===== src/rtl/control_estacionamiento.sv =====
// Parking-lot controller: counts vehicles through an entry and an exit gate,
// drives one barrier per gate and flags refused entries and spurious exits.
// Each raw sensor goes through a 2-flop synchronizer and a debounce filter,
// and a rising edge of the filtered level is one event.
module control_estacionamiento #(
    parameter int CAPACIDAD = 7,
    parameter int ANCHO     = 7,
    parameter int DEBOUNCE  = 4
) (
    input  logic             clk,
    input  logic             reset,
    input  logic             entrada,
    input  logic             salida,
    output logic [ANCHO-1:0] espacio,
    output logic [ANCHO-1:0] libres,
    output logic             lleno,
    output logic             vacio,
    output logic             barrera_entrada,
    output logic             barrera_salida,
    output logic [7:0]       rechazos,
    output logic             error
);

    // The debounce counter only has to hold DEBOUNCE-1. When it would reach
    // DEBOUNCE, the filtered level toggles and the counter restarts at zero.
    localparam int CW = (DEBOUNCE > 1) ? $clog2(DEBOUNCE) : 1;
    localparam logic [ANCHO-1:0] CAP   = ANCHO'(CAPACIDAD);
    localparam logic [CW-1:0]    CNT_MAX = CW'(DEBOUNCE - 1);

    typedef enum logic {CERRADA = 1'b0, ABIERTA = 1'b1} estado_t;

    // Index 0 is the entry gate and index 1 is the exit gate.
    logic [1:0]      rst_sync_q;
    logic            run;
    logic [1:0]      sync1_q, sync2_q;
    logic [1:0]      filt_q, filt_d, filt_prev_q;
    logic [CW-1:0]   cnt_q [2];
    logic [CW-1:0]   cnt_d [2];
    logic [1:0]      ev;
    logic [1:0]      abre;
    logic [ANCHO-1:0] esp_q, esp_d;
    logic [7:0]      rech_q, rech_d;
    logic            err_q, err_d;
    estado_t         est_q [2];
    estado_t         est_d [2];
    logic [1:0]      bar_d, bar_q;

    // Reset release is synchronized. The sensor path stays frozen until the
    // release has passed through both flops.
    always_ff @(posedge clk or negedge reset) begin
        if (!reset) rst_sync_q <= 2'b00;
        else        rst_sync_q <= {rst_sync_q[0], 1'b1};
    end

    assign run = rst_sync_q[1];

    // Two-flop synchronizers for the asynchronous gate sensors.
    always_ff @(posedge clk or negedge reset) begin
        if (!reset) begin
            sync1_q <= 2'b00;
            sync2_q <= 2'b00;
        end else if (run) begin
            sync1_q <= {salida, entrada};
            sync2_q <= sync1_q;
        end
    end

    // Debounce: count consecutive disagreements and accept the new level on the DEBOUNCE-th one.
    always_comb begin
        filt_d = filt_q;
        for (int g = 0; g < 2; g++) begin
            cnt_d[g] = '0;
            if (sync2_q[g] != filt_q[g]) begin
                if (cnt_q[g] == CNT_MAX) filt_d[g] = sync2_q[g];
                else                     cnt_d[g]  = cnt_q[g] + 1'b1;
            end
        end
    end

    // Filter state plus the previous filtered level used for edge detection.
    always_ff @(posedge clk or negedge reset) begin
        if (!reset) begin
            filt_q      <= 2'b00;
            filt_prev_q <= 2'b00;
            for (int g = 0; g < 2; g++) cnt_q[g] <= '0;
        end else begin
            filt_q      <= filt_d;
            filt_prev_q <= filt_q;
            for (int g = 0; g < 2; g++) cnt_q[g] <= cnt_d[g];
        end
    end

    assign ev = filt_q & ~filt_prev_q;

    assign lleno = (esp_q == CAP);
    assign vacio = (esp_q == '0);

    // A simultaneous entry and exit always opens both gates, even at the limits.
    assign abre[0] = ev[0] & (ev[1] | ~lleno);
    assign abre[1] = ev[1] & (ev[0] | ~vacio);

    // Occupancy, rejection count and error flag updates.
    always_comb begin
        esp_d  = esp_q;
        rech_d = rech_q;
        err_d  = err_q;
        if (ev[0] && !ev[1]) begin
            if (!lleno)                esp_d  = esp_q + 1'b1;
            else if (rech_q != 8'hFF)  rech_d = rech_q + 1'b1;
        end else if (ev[1] && !ev[0]) begin
            if (!vacio) esp_d = esp_q - 1'b1;
            else        err_d = 1'b1;
        end
    end

    // Counter registers.
    always_ff @(posedge clk or negedge reset) begin
        if (!reset) begin
            esp_q  <= '0;
            rech_q <= 8'h00;
            err_q  <= 1'b0;
        end else begin
            esp_q  <= esp_d;
            rech_q <= rech_d;
            err_q  <= err_d;
        end
    end

    // Barrier FSM state registers.
    always_ff @(posedge clk or negedge reset) begin
        if (!reset) begin
            for (int g = 0; g < 2; g++) est_q[g] <= CERRADA;
        end else begin
            for (int g = 0; g < 2; g++) est_q[g] <= est_d[g];
        end
    end

    // Barrier next state: open on an accepted event, close on the edge the filtered sensor falls.
    always_comb begin
        for (int g = 0; g < 2; g++) begin
            est_d[g] = est_q[g];
            case (est_q[g])
                CERRADA: if (abre[g])    est_d[g] = ABIERTA;
                ABIERTA: if (!filt_d[g]) est_d[g] = CERRADA;
                default:                 est_d[g] = CERRADA;
            endcase
        end
    end

    // Barrier output decode from the next state.
    always_comb begin
        bar_d = 2'b00;
        for (int g = 0; g < 2; g++) bar_d[g] = (est_d[g] == ABIERTA);
    end

    // Registered barrier commands, which track the FSM state exactly.
    always_ff @(posedge clk or negedge reset) begin
        if (!reset) bar_q <= 2'b00;
        else        bar_q <= bar_d;
    end

    assign espacio         = esp_q;
    assign libres          = CAP - esp_q;
    assign barrera_entrada = bar_q[0];
    assign barrera_salida  = bar_q[1];
    assign rechazos        = rech_q;
    assign error           = err_q;

endmodule


===== config.mk =====
export PLATFORM = sky130hd
export DESIGN_NAME = control_estacionamiento
export DESIGN_NICKNAME = d
export VERILOG_FILES = /design/src/rtl/control_estacionamiento.sv
export SDC_FILE = /design/constraint.sdc
export NUM_CORES = 1
export LEC_CHECK = 0
export ABC_AREA = 1
export CORE_MARGIN = 2
export CORE_UTILIZATION = 56
export CTS_CLUSTER_DIAMETER = 150
export DETAILED_ROUTE_END_ITERATION = 16
export HOLD_SLACK_MARGIN = 0.06
export MAX_ROUTING_LAYER = met4
export PLACE_DENSITY = 0.91
export SETUP_SLACK_MARGIN = 0.3
export SLEW_MARGIN = 10
export SYNTH_ARGS = -nofsm -noshare
export SYNTH_HDL_FRONTEND = slang
export SYNTH_SLANG_ARGS = --single-unit
export TNS_END_PERCENT = 100

===== constraint.sdc =====
create_clock -name clk -period 3.1 [get_ports clk]
set_input_delay 0.31 -clock clk [delete_from_list [all_inputs] [get_ports clk]]
set_output_delay 0.31 -clock clk [all_outputs]
set_load 0.005 [all_outputs]

==> metrics.md, run 1 <==
| Metric | Value |
|---|---|
| Max-cap violations | 0 |
| Vias in the first global route | 1318 |
| Gr usage total | 0.211 |
| Synthesized area | 1810 sq um |
| Total power | approximately 2.1 mW |
| Layout Nets | 269 |
| YS warnings | 0 |
| RR Startpoint | filt_q[1] |
| Dpl hpwl | 2410 um |
| Worst Path Arrival | 2.19 ns |
| CTS clk-pin slew, worst paths | ~0.10 ns |
| Vias per std cell | 4.74 |
| Commonest non-fill, non-tap cells in the layout | nand2_1 (75), dfrtp_1 (32), inv_1 (30), clkdlybuf4s50_1 (30), nor2_1 (14) |
| Complex-gate fraction of the synthesized area | 0.0367 |
| Setup TNS | 0 ns |
| Share of flip-flops with an asynchronous set or reset | 1.00 |
| Placeable core area | 3050 sq um |
| Die Area | 3700 sq um |
| Net Count, Synth | 234 |
| Slowest cell on crit path | clkdlybuf4s50_1 |
| Synth Register Bits | 32 |
| Clock skew | 0.00913 ns |
| Post-synth EDFFs | 0 |
| Final setup vio count | 0 |
| Synth Area in Simple Gates | 0.256 |
| Die height | 60.8 um |
| CP Max Fanout | 7 |
| Gpl congestion | 0.803 |
| Post-CTS Setup Inserts | 0 |
| Synth area leader | dfrtp_1 |
| Port Buf Inserts | 30 |
| Worst-case reg-to-reg path depth | 14 |
| Hold Vio Cnt, Final | 0 |
| Die W | 60.8 um |
| CTS H-tree lvls | 2 |
| GRT Residual Overflow | 0 |
| Max-slew violations | 0 |
| Total wire length | 3150 um |
| Cells resized by post-CTS repair | 0 |
| Final worst slack | about 0.60 ns |
| Mux cell area share after synthesis | 0.0125 |
| Avg WL per Cell | 10.6 um |
| Synth Flop Type | dfrtp_1 |
| Seq pwr share | 0.320 |
| Register area share after synthesis | 0.443 |
| Leak Pwr | 1.10 nW |
| First-pass GRT wire length | 5530 um |
| Antenna Diode Count | 0 |
| Rows | 20 |
| Pre-CTS setup slack | 0.965 ns |
| I/O Pins | 31 |
| Initial antenna violation count | 0 |
| Cells after Synth | 216 |
| Worst skew pair latency | 0.33 ns |
| Min-delay worst type | input port to async pin |
| CTS root buf | clkbuf_4 |
| R2r endpoint | espacio[6] |
| DRC viols | 0 |
| Synthesis-to-finish area growth | 22.1% |
| Most frequent CP cell | inv_1 |
| Crit path kind | flip-flop to primary output |
| Crit share post-route | 0.807 |
| Clock Power Share | 0.117 |
| Outcome | complete, no violations |
| Fin crit period | 2.50 ns |
| Max Freq | 0.399 GHz |
| Clock Sinks | 32 |
| Adder-cell area share of the yosys netlist | 0.101 |
| Pin count of the biggest net entering global routing | 33 |
| Pwr dens | 950 nW/um^2 |
| Logic pwr share | 0.563 |
| Switching share of power | 0.415 |
| Main combinational cell family by area after synthesis | simple AND/OR/NAND/NOR gates |
| Yosys cell types | 25 |
| Worst VDD drop | ~730 uV |
| Share of cells above drive strength 1 | 0.0833 |
| Cts hold-fix bufs | 0 |
| CP peak stage delay | 0.55 ns |
| Yosys top cell area share | 0.443 |
| Worst hold slack | 0.358 ns |
| RSZ-0062 raised after global routing | no |
| XOR/XNOR Fraction of Synth Area | 0.0720 |
| Worst path cell trace | inv_1, ha_1, nand2_1, nor2_1, inv_1, nor3_1, clkdlybuf4s50_1 |
| R2R Setup Slk | slightly below 0.9 ns |
| CTS Buffer Depth | 2 |
| Most common cell after layout, fill and taps aside | nand2_1 |
| Crit path capture type | primary output |
| Ranking of synthesized cells by area | dfrtp_1 (44%), nand2_1 (16%), ha_1 (9.0%), inv_1 (6.2%), xnor2_1 (4.4%) |
| CTS Buf Count | 5 |
| DRT iter0 DRCs | 52 |
| CTS tree | yes |
| Critical Path Start Type | flip-flop |
| Cell internal pwr | 1.23 mW |
| Post-Syn Area per Cell | 8.36 sq um |
| TritonRoute pass-1 iters | 4 |
| Post-route ant nets | 0 |
| Net Switching | 870 uW |
| Vias | 1402 |
| Initial core utilization | 0.592 |
| WP data required | 2.79 ns |
## cell type report
type,instances,area [sq um]
Clock buffer,7,55.1
Clock inverter,1,7.51
Fill cell,245,847
Inverter,30,113
Multi-Input combinational cell,151,867
Sequential cell,32,801
Tap cell,44,55.1
Timing Repair Buffer,31,308
## cell usage after synthesis, types with 2 or more instances
library cell / number
xor2_1: 4
nand2_1: 75
mux2_2: 2
o21ai_2: 2
inv_1: 30
nor2_2: 2
nor2_1: 14
buf_4: 2
nand3_2: 3
xnor2_1: 9
o21ai_0: 5
dfrtp_1: 32
nor3_1: 5
a21oi_1: 2
ha_1: 13
nand3_1: 7
## worst max-delay path by stage
stage / start / slack, ns / cells past startpoint / to
after floorplan: filt_q[1] / 1.21 / 12 / espacio[5]
after global placement: espacio[3] / 0.96 / 7 / lleno
after detailed placement: espacio[3] / 0.97 / 7 / lleno
after CTS: espacio[3] / 0.58 / 7 / lleno
after global routing: espacio[3] / 0.44 / 7 / lleno
final: espacio[3] / 0.60 / 7 / lleno
## through the flow
stage,cell area (sq um),utilization,instances
CTS,2210,0.723,296
floorplan,1810,-,216
global route,2210,0.723,296
detailed placement,2140,0.702,288
finish,2210,0.723,296
global placement,2140,0.702,288
## sequential cells by signal, indices dropped and copies added, names as in the netlist
name and cells:
bar_q 2, cnt_q 4, error 1, espacio 7, filt_prev_q 2, filt_q 2, rechazos 8, rst_sync_q 2
sync1_q 2, sync2_q 2
## power groups by stage
| stage | Sequential, mW | Clock [mW] | Combinational (mW) |
|---|---|---|---|
| 5_1_grt | 0.692 | 0.272 | 1.35 |
| 6_report | 0.671 | 0.244 | 1.18 |
| 2_1_floorplan | 0.658 | 0 | 0.772 |
| 3_3_place_gp | 0.676 | 0 | 1.14 |
| 4_1_cts | 0.672 | 0.255 | 1.19 |
| 3_5_place_dp | 0.681 | 0 | 1.17 |
## critical path, delay by kind of cell (launching register included)
family / cells / cell delay, ns
buf+inv: 3 / 0.75
simple gates: 3 / 0.47
flops: 1 / 0.47
fa+ha+maj: 1 / 0.19
## per-layer routing
metal	global-route usage	share of wire	vias to the layer above
met5	-	0	-
met4	0.0714	0.011	0
met3	0.0661	0.044	6
met2	0.330	0.48	32
met1	0.260	0.47	631
li1	-	-	733
## cell families after synthesis
| family | Yosys count |
|---|---|
| simple gates | 109 |
| other cells | 1 |
| xor+xnor | 14 |
| fa+ha+maj | 14 |
| flops | 32 |
| compound gates | 11 |
| buf+inv | 33 |
| mux | 2 |
(Power assumes the default switching activity.)
==> run 2: changes to the inputs <==
--- a/config.mk
+++ b/config.mk
@@ -7,12 +7,12 @@
 export LEC_CHECK = 0
 export ABC_AREA = 1
 export CORE_MARGIN = 2
-export CORE_UTILIZATION = 56
+export CORE_UTILIZATION = 47
 export CTS_CLUSTER_DIAMETER = 150
 export DETAILED_ROUTE_END_ITERATION = 16
 export HOLD_SLACK_MARGIN = 0.06
 export MAX_ROUTING_LAYER = met4
-export PLACE_DENSITY = 0.91
+export PLACE_DENSITY = 0.82
 export SETUP_SLACK_MARGIN = 0.3
 export SLEW_MARGIN = 10
 export SYNTH_ARGS = -nofsm -noshare
==> constraint.sdc (replaced) <==
create_clock -name clk -period 2.2 [get_ports clk]
set_input_delay 0.22 -clock clk [delete_from_list [all_inputs] [get_ports clk]]
set_output_delay 0.22 -clock clk [all_outputs]
set_load 0.005 [all_outputs]
==> run 2 against run 1 <==
  * Count of clock-buffer cells in the layout is 2 lower
  * Register-to-register slack worse by 0.50 ns
  * Non-clock buffer count is 7 higher
  * Clock skew is 0.0077 ns lower
  * Power is 61% higher
  * Final cell count is 3.7% higher
  * Sequential share of layout area is 2.5 points lower
  * Critical path depth is 6 higher
  * First-iteration DRC count is 12% higher
  * Cell area is 7.5% higher
  * Critical path type is now flip-flop to flip-flop
  * Largest power group unchanged
==> metrics.md, run 2 (synthesized netlist as in run 1, its figures left out) <==
| Metric | Value |
|---|---|
| Outcome | complete, no violations (unchanged) |
| Die Area | 4360 sq um (was 3700 sq um) |
| CTS tree | yes (unchanged) |
| Share of cells above drive strength 1 | 0.170 (was 0.0833) |
| Vias in the first global route | 1329 (was 1318) |
| Clock Sinks | 32 (unchanged) |
| Gr usage total | 0.186 (was 0.211) |
| Pwr dens | 1420 nW/um^2 (was 950 nW/um^2) |
| Most common cell after layout, fill and taps aside | nand2_1 (unchanged) |
| WP data required | 2.38 ns (was 2.79 ns) |
| Worst VDD drop | 646 uV (was 734 uV) |
| Dpl hpwl | 2460 um (was 2410 um) |
| RR Startpoint | filt_q[0] (was filt_q[1]) |
| Top layer in use | met4 (unchanged) |
| GRT Residual Overflow | 0 (unchanged) |
| Placeable core area | 3690 sq um (was 3050 sq um) |
| Initial core utilization | 0.490 (was 0.592) |
| R2R Setup Slk | 0.38 ns (was 0.88 ns) |
| Vias | 1439 (was 1402) |
| Hold Vio Cnt, Final | 0 (unchanged) |
| Initial antenna violation count | 0 (unchanged) |
| Setup TNS | 0 ns (unchanged) |
| Max Freq | about 0.55 GHz |
| Fin crit period | 1.82 ns |
| CP Capture Point | espacio[6] (was lleno) |
| CTS Buffer Depth | 2 (unchanged) |
| Max-slew violations | 0 (unchanged) |
| CTS root buf | clkbuf_8 (was clkbuf_4) |
| Max FFs per register | 8 (unchanged) |
| Leak Pwr | 1.19 nW (was 1.10 nW) |
| Met2 routed WL | 1600 um (was 1510 um) |
| Rows | 22 (was 20) |
| Final setup vio count | 0 (unchanged) |
| Worst skew pair latency | 0.28 ns (was 0.33 ns) |
| Min-delay worst type | input port to async pin (unchanged) |
| Area after DPL | 2160 sq um (was 2140 sq um) |
| Vias per std cell | 4.69 (was 4.74) |
| R2r endpoint | espacio[6] (unchanged) |
| Final worst slack | 0.384 ns (was 0.597 ns) |
| Critical Path Start Type | flip-flop (unchanged) |
| Total wire length | 3410 um (was 3150 um) |
| Worst hold slack | 0.330 ns (was 0.358 ns) |
| DRT iter0 DRCs | 58 (was 52) |
| Die W | 66 um (was 60.8 um) |
| Die height | 66 um (was 60.8 um) |
| Wl on met1 | 1590 um (was 1470 um) |
| Met3 wire length | 159 um (was 139 um) |
| Final Cell Area | 2370 sq um (was 2210 sq um) |
| DRC viols | 0 (unchanged) |
| I/O Pins | 31 (unchanged) |
| Pin count of the biggest net entering global routing | 33 (unchanged) |
| Pre-CTS setup slack | 0.0636 ns (was 0.965 ns) |
| Port Buf Inserts | 30 (unchanged) |
| First-pass GRT wire length | 5910 um (was 5530 um) |
| Avg WL per Cell | 11.1 um (was 10.6 um) |
| RSZ-0062 raised after global routing | yes (was no) |
| TritonRoute pass-1 iters | 4 (unchanged) |
| Post-route ant nets | 0 (unchanged) |
| Layout Nets | 276 (was 269) |
| Cts hold-fix bufs | 0 (unchanged) |
| Crit share post-route | 0.825 |
| CTS H-tree lvls | 2 (unchanged) |
| Synthesis-to-finish area growth | 31.2% (was 22.1%) |
| Max-cap violations | 0 (unchanged) |
| Commonest non-fill, non-tap cells in the layout | nand2_1 (74), dfrtp_1 (32), clkdlybuf4s50_1 (27) (was nand2_1 (75), dfrtp_1 (32), inv_1 (30), clkdlybuf4s50_1 (30), nor2_1 (14)) |
| Worst-case reg-to-reg path depth | 13 (was 14) |
| Worst Path Arrival | 2.00 ns (was 2.19 ns) |
| Crit path capture type | flip-flop (was primary output) |
| Clock skew | 0.00141 ns (was 0.00913 ns) |
| Antenna Diode Count | 0 (unchanged) |
| CP Max Fanout | 8 (was 7) |
| CTS clk-pin slew, worst paths | 0.07 ns (was 0.10 ns) |
| CTS Buf Count | 5 (unchanged) |
| Crit path from | filt_q[0] (was espacio[3]) |
| Crit path kind | flip-flop to flip-flop (was flip-flop to primary output) |
| Gpl congestion | 0.824 (was 0.803) |
[run 2: worst min path at each step]
stage	startpoint	to	slack, ns	cells past startpoint
finish	reset	espacio[4]	0.33	2
global route	rst_sync_q[0]	rst_sync_q[1]	0.37	0
CTS	reset	sync1_q[0]	0.35	2
detailed placement	rst_sync_q[0]	rst_sync_q[1]	0.34	0
global placement	rst_sync_q[0]	rst_sync_q[1]	0.33	0
floorplan	reset	bar_q[0]	-0.08	0
[run 2: layer usage]
layer  vias to the layer above  track usage
met5                         -            -
met4                         0       0.0893
met1                       655        0.236
met2                        30        0.278
li1                        748            -
met3                         6       0.0511
[run 2: repair_timing]
action / CTS / global route
pin swaps: 1 / 5
gates resized for setup: 12 / 14
setup buffers: 2 / 3
endpoints found under the setup margin: 9 / 12
[run 2: cell type report]
cell class                      instances  area (sq um)
Multi-Input combinational cell        151           923
Inverter                               30           115
Fill cell                             313          1320
Tap cell                               48          60.1
Sequential cell                        32           801
Clock inverter                          3          42.5
Clock buffer                            5          68.8
Timing Repair Buffer                   38           360
[run 2: critical path, cell delays in order (launching register included)]
cell     delay [ns]
dfrtp_1        0.38
inv_1          0.09
nor2_4         0.11
ha_4           0.18
inv_4          0.07
fa_2           0.35
nand2_1        0.08
nand2_1        0.06
nand3_1        0.10
nand2_1        0.08
nand2_1        0.08
nand2_1        0.05
nand2_1        0.05
nand2_1        0.04
[run 2: stage by stage]
step	power, mW	std cells	utilization
after floorplan	2.01	216	-
after global placement	2.58	294	0.586
after detailed placement	2.64	294	0.586
after CTS	3.30	304	0.631
after global routing	3.69	307	0.643
final	3.37	307	0.643
[run 2: where the power goes]
| group | internal [mW] | total, mW | switching (mW) |
|---|---|---|---|
| Clock | 0.335 | 0.559 | 0.225 |
| Sequential | 0.759 | 0.944 | 0.185 |
| Combinational | 0.909 | 1.86 | 0.953 |
==> run 3: changes to the inputs <==
==> constraint.sdc (replaced) <==
create_clock -name clk -period 1.65 [get_ports clk]
set_input_delay 0.165 -clock clk [delete_from_list [all_inputs] [get_ports clk]]
set_output_delay 0.165 -clock clk [all_outputs]
set_load 0.005 [all_outputs]
==> run 3 against run 2 <==
  * The flow now finishes with violations (negative setup slack)
  * Clock power increased by 36%
  * Critical path depth decreased by 3
  * Non-clock buffer count increased by 45
  * Sequential power increased by 31%
  * Fmax decreased by 2.0%
  * Worst hold slack got worse by 0.060 ns
  * Utilization increased by 16 points
  * Sequential share of layout area decreased by 6.7 points
  * Critical endpoint is now espacio[2]
  * Largest cell class unchanged
  * Largest power group unchanged
  * Highest routed layer unchanged
==> metrics.md, run 3 (synthesized netlist as in run 1, its figures left out) <==
| Metric | Value |
|---|---|
| Clock Sinks | 32 (unchanged) |
| Final worst slack | -0.203 ns (was 0.384 ns) |
| WP data required | 1.83 ns (was 2.38 ns) |
| Met2 Usage GRT | 0.436 (was 0.278) |
| Initial antenna violation count | 0 (unchanged) |
| Filler instances | 217 (was 313) |
| Crit path capture type | flip-flop (unchanged) |
| Failing checks | negative setup slack |
| CP Capture Point | espacio[2] (was espacio[6]) |
| Most common cell after layout, fill and taps aside | nand2_1 (unchanged) |
| CP Max Fanout | 8 (unchanged) |
| DRT iter0 DRCs | 46 (was 58) |
| Crit path from | filt_q[0] (unchanged) |
| Post-route ant nets | 0 (unchanged) |
| Setup TNS | -1.62 ns (was 0 ns) |
| Hold Vio Cnt, Final | 0 (unchanged) |
| Share of cells above drive strength 1 | 0.443 (was 0.170) |
| Min-delay worst type | input port to async pin (unchanged) |
| CTS H-tree lvls | 2 (unchanged) |
| RR Startpoint | filt_q[0] (unchanged) |
| Gr usage total | 0.242 (was 0.186) |
| Critical Path Start Type | flip-flop (unchanged) |
| Max-slew violations | 0 (unchanged) |
| Outcome | finished with violations (was complete, no violations) |
| Gpl congestion | 0.845 (was 0.824) |
| R2r endpoint | espacio[2] (was espacio[6]) |
| Layout Nets | 322 (was 276) |
| CTS root buf | clkbuf_8 (unchanged) |
| CTS Buf Count | 5 (unchanged) |
| TritonRoute pass-1 iters | 6 (was 4) |
| R2R Setup Slk | -0.20 ns (was 0.38 ns) |
| Crit path kind | flip-flop to flip-flop (unchanged) |
| Vias per std cell | 4.94 (was 4.69) |
| Worst Path Arrival | 2.04 ns (was 2.00 ns) |
| GRT Residual Overflow | 0 (unchanged) |
| First-pass GRT wire length | 7600 um (was 5910 um) |
| Leak Pwr | 1.54 nW (was 1.19 nW) |
| Die W | 66 um (unchanged) |
| Multi-input gate area | 1150 sq um (was 923 sq um) |
| I/O Pins | 31 (unchanged) |
| Clock skew | 0.00214 ns (was 0.00141 ns) |
| Fin crit period | 1.85 ns (was 1.82 ns) |
| RSZ-0062 raised after global routing | yes (unchanged) |
| GRT busiest layer | met2 (unchanged) |
| Worst skew pair latency | 0.29 ns (was 0.28 ns) |
| Crit share post-route | 1.12 (was 0.825) |
| Met3 usage | 0.0443 (was 0.0511) |
| Cts hold-fix bufs | 0 (unchanged) |
| GRT met1 Usage | 0.267 (was 0.236) |
| Final setup vio count | 13 (was 0) |
| Port Buf Inserts | 30 (unchanged) |
| Worst-case reg-to-reg path depth | 10 (was 13) |
| CTS Buffer Depth | 2 (unchanged) |
| Placeable core area | 3690 sq um (unchanged) |
| Max Freq | 0.540 GHz (was 0.551 GHz) |
| DRC viols | 0 (unchanged) |
| Max FFs per register | 8 (unchanged) |
| Rows | 22 (unchanged) |
| Vias | 1744 (was 1439) |
| CTS tree | yes (unchanged) |
| Dpl hpwl | 2680 um (was 2460 um) |
| FF/Latch Area | 806 sq um (was 801 sq um) |
| Die Area | 4360 sq um (unchanged) |
| CTS clk-pin slew, worst paths | 0.07 ns (about the same) |
| Antenna Diode Count | 0 (unchanged) |
| Initial core utilization | 0.490 (unchanged) |
| Commonest non-fill, non-tap cells in the layout | nand2_1 (62), buf_4 (39), dfrtp_1 (28) (was nand2_1 (74), dfrtp_1 (32), clkdlybuf4s50_1 (27)) |
| Pwr dens | 2010 nW/um^2 (was 1420 nW/um^2) |
| Avg WL per Cell | 14.6 um (was 11.1 um) |
| Die height | 66 um (unchanged) |
| Total wire length | 5150 um (was 3410 um) |
| Total power | 5.98 mW (was 3.37 mW) |
| Pin count of the biggest net entering global routing | 33 (unchanged) |
| Max-cap violations | 0 (unchanged) |
| Worst VDD drop | 1750 uV (was 646 uV) |
| Vias in the first global route | 1674 (was 1329) |
| Synthesis-to-finish area growth | 64.5% (was 31.2%) |
run 3: cell types whose count changed in the layout (fill, tap and decap cells not counted), moves of 6 or more:
| cell | previous run | this run |
|---|---|---|
| buf_4 | 8 | 39 |
| buf_6 | 0 | 14 |
| clkdlybuf4s50_1 | 27 | 8 |
| dlygate4sd2_1 | 0 | 8 |
| inv_1 | 25 | 19 |
| nand2_1 | 74 | 62 |
| nand2_2 | 2 | 11 |
run 3: repair_timing:
action | 4_1_cts | 5_1_grt
setup buffers | 24 | 12
pin swaps | 13 | 24
resized for setup | 88 | 38
setup endpoints to repair | 41 | 30
gates cloned | 1 | 0
run 3: critical path: stages, from the launching register on:
cell     delay [ns]
dfrtp_1        0.37
inv_2          0.07
nor2_4         0.14
ha_4           0.18
inv_8          0.05
fa_2           0.41
buf_4          0.15
buf_4          0.13
xor2_1         0.13
nand2_1        0.06
nand2_1        0.05
run 3: cell type report:
class,instances,share of cell area
clock inverters,3,0.0143
inverters,30,0.0438
multi-input cells,152,0.387
flip-flops and latches,32,0.271
well taps,48,0.0202
repair buffers,83,0.241
clock buffers,5,0.0231
run 3: per-stage QoR:
stage                     hold slack [ns]  area, sq um   util  std cells  setup WS [ns]
after global routing                0.321         2970  0.806        353         -0.292
after global placement              0.333         2310  0.628        308        -0.0450
after detailed placement            0.344         2310  0.628        308         -0.115
after floorplan                    -0.131         1850      -        216        -0.0239
final                               0.269         2970  0.806        353         -0.203
after CTS                           0.290         2780  0.753        341        -0.0882
run 3: worst min-delay path by stage:
stage	slack (ns)	end	startpoint	depth (start not counted)
6_report	0.27	rst_sync_q[0]	reset	2
5_1_grt	0.32	sync1_q[0]	reset	2
4_1_cts	0.29	cnt_q[0]	reset	2
3_5_place_dp	0.34	rst_sync_q[1]	rst_sync_q[0]	0
3_3_place_gp	0.33	rst_sync_q[1]	rst_sync_q[0]	0
2_1_floorplan	-0.13	bar_q[0]	reset	0
run 3: per-layer routing:
metal / wire length [um] / part of all wire
met1: 1950 / 0.38
met4: 157 / 0.030
met5: 0 / 0
met3: 263 / 0.051
met2: 2770 / 0.54
run 3: where the power goes:
| group | total (mW) | internal (mW) | switching [mW] |
|---|---|---|---|
| logic | 3.98 | 2.01 | 1.97 |
| clock network | 0.760 | 0.447 | 0.313 |
| registers | 1.24 | 1.02 | 0.222 |
| total | 5.98 | 3.48 | 2.51 |
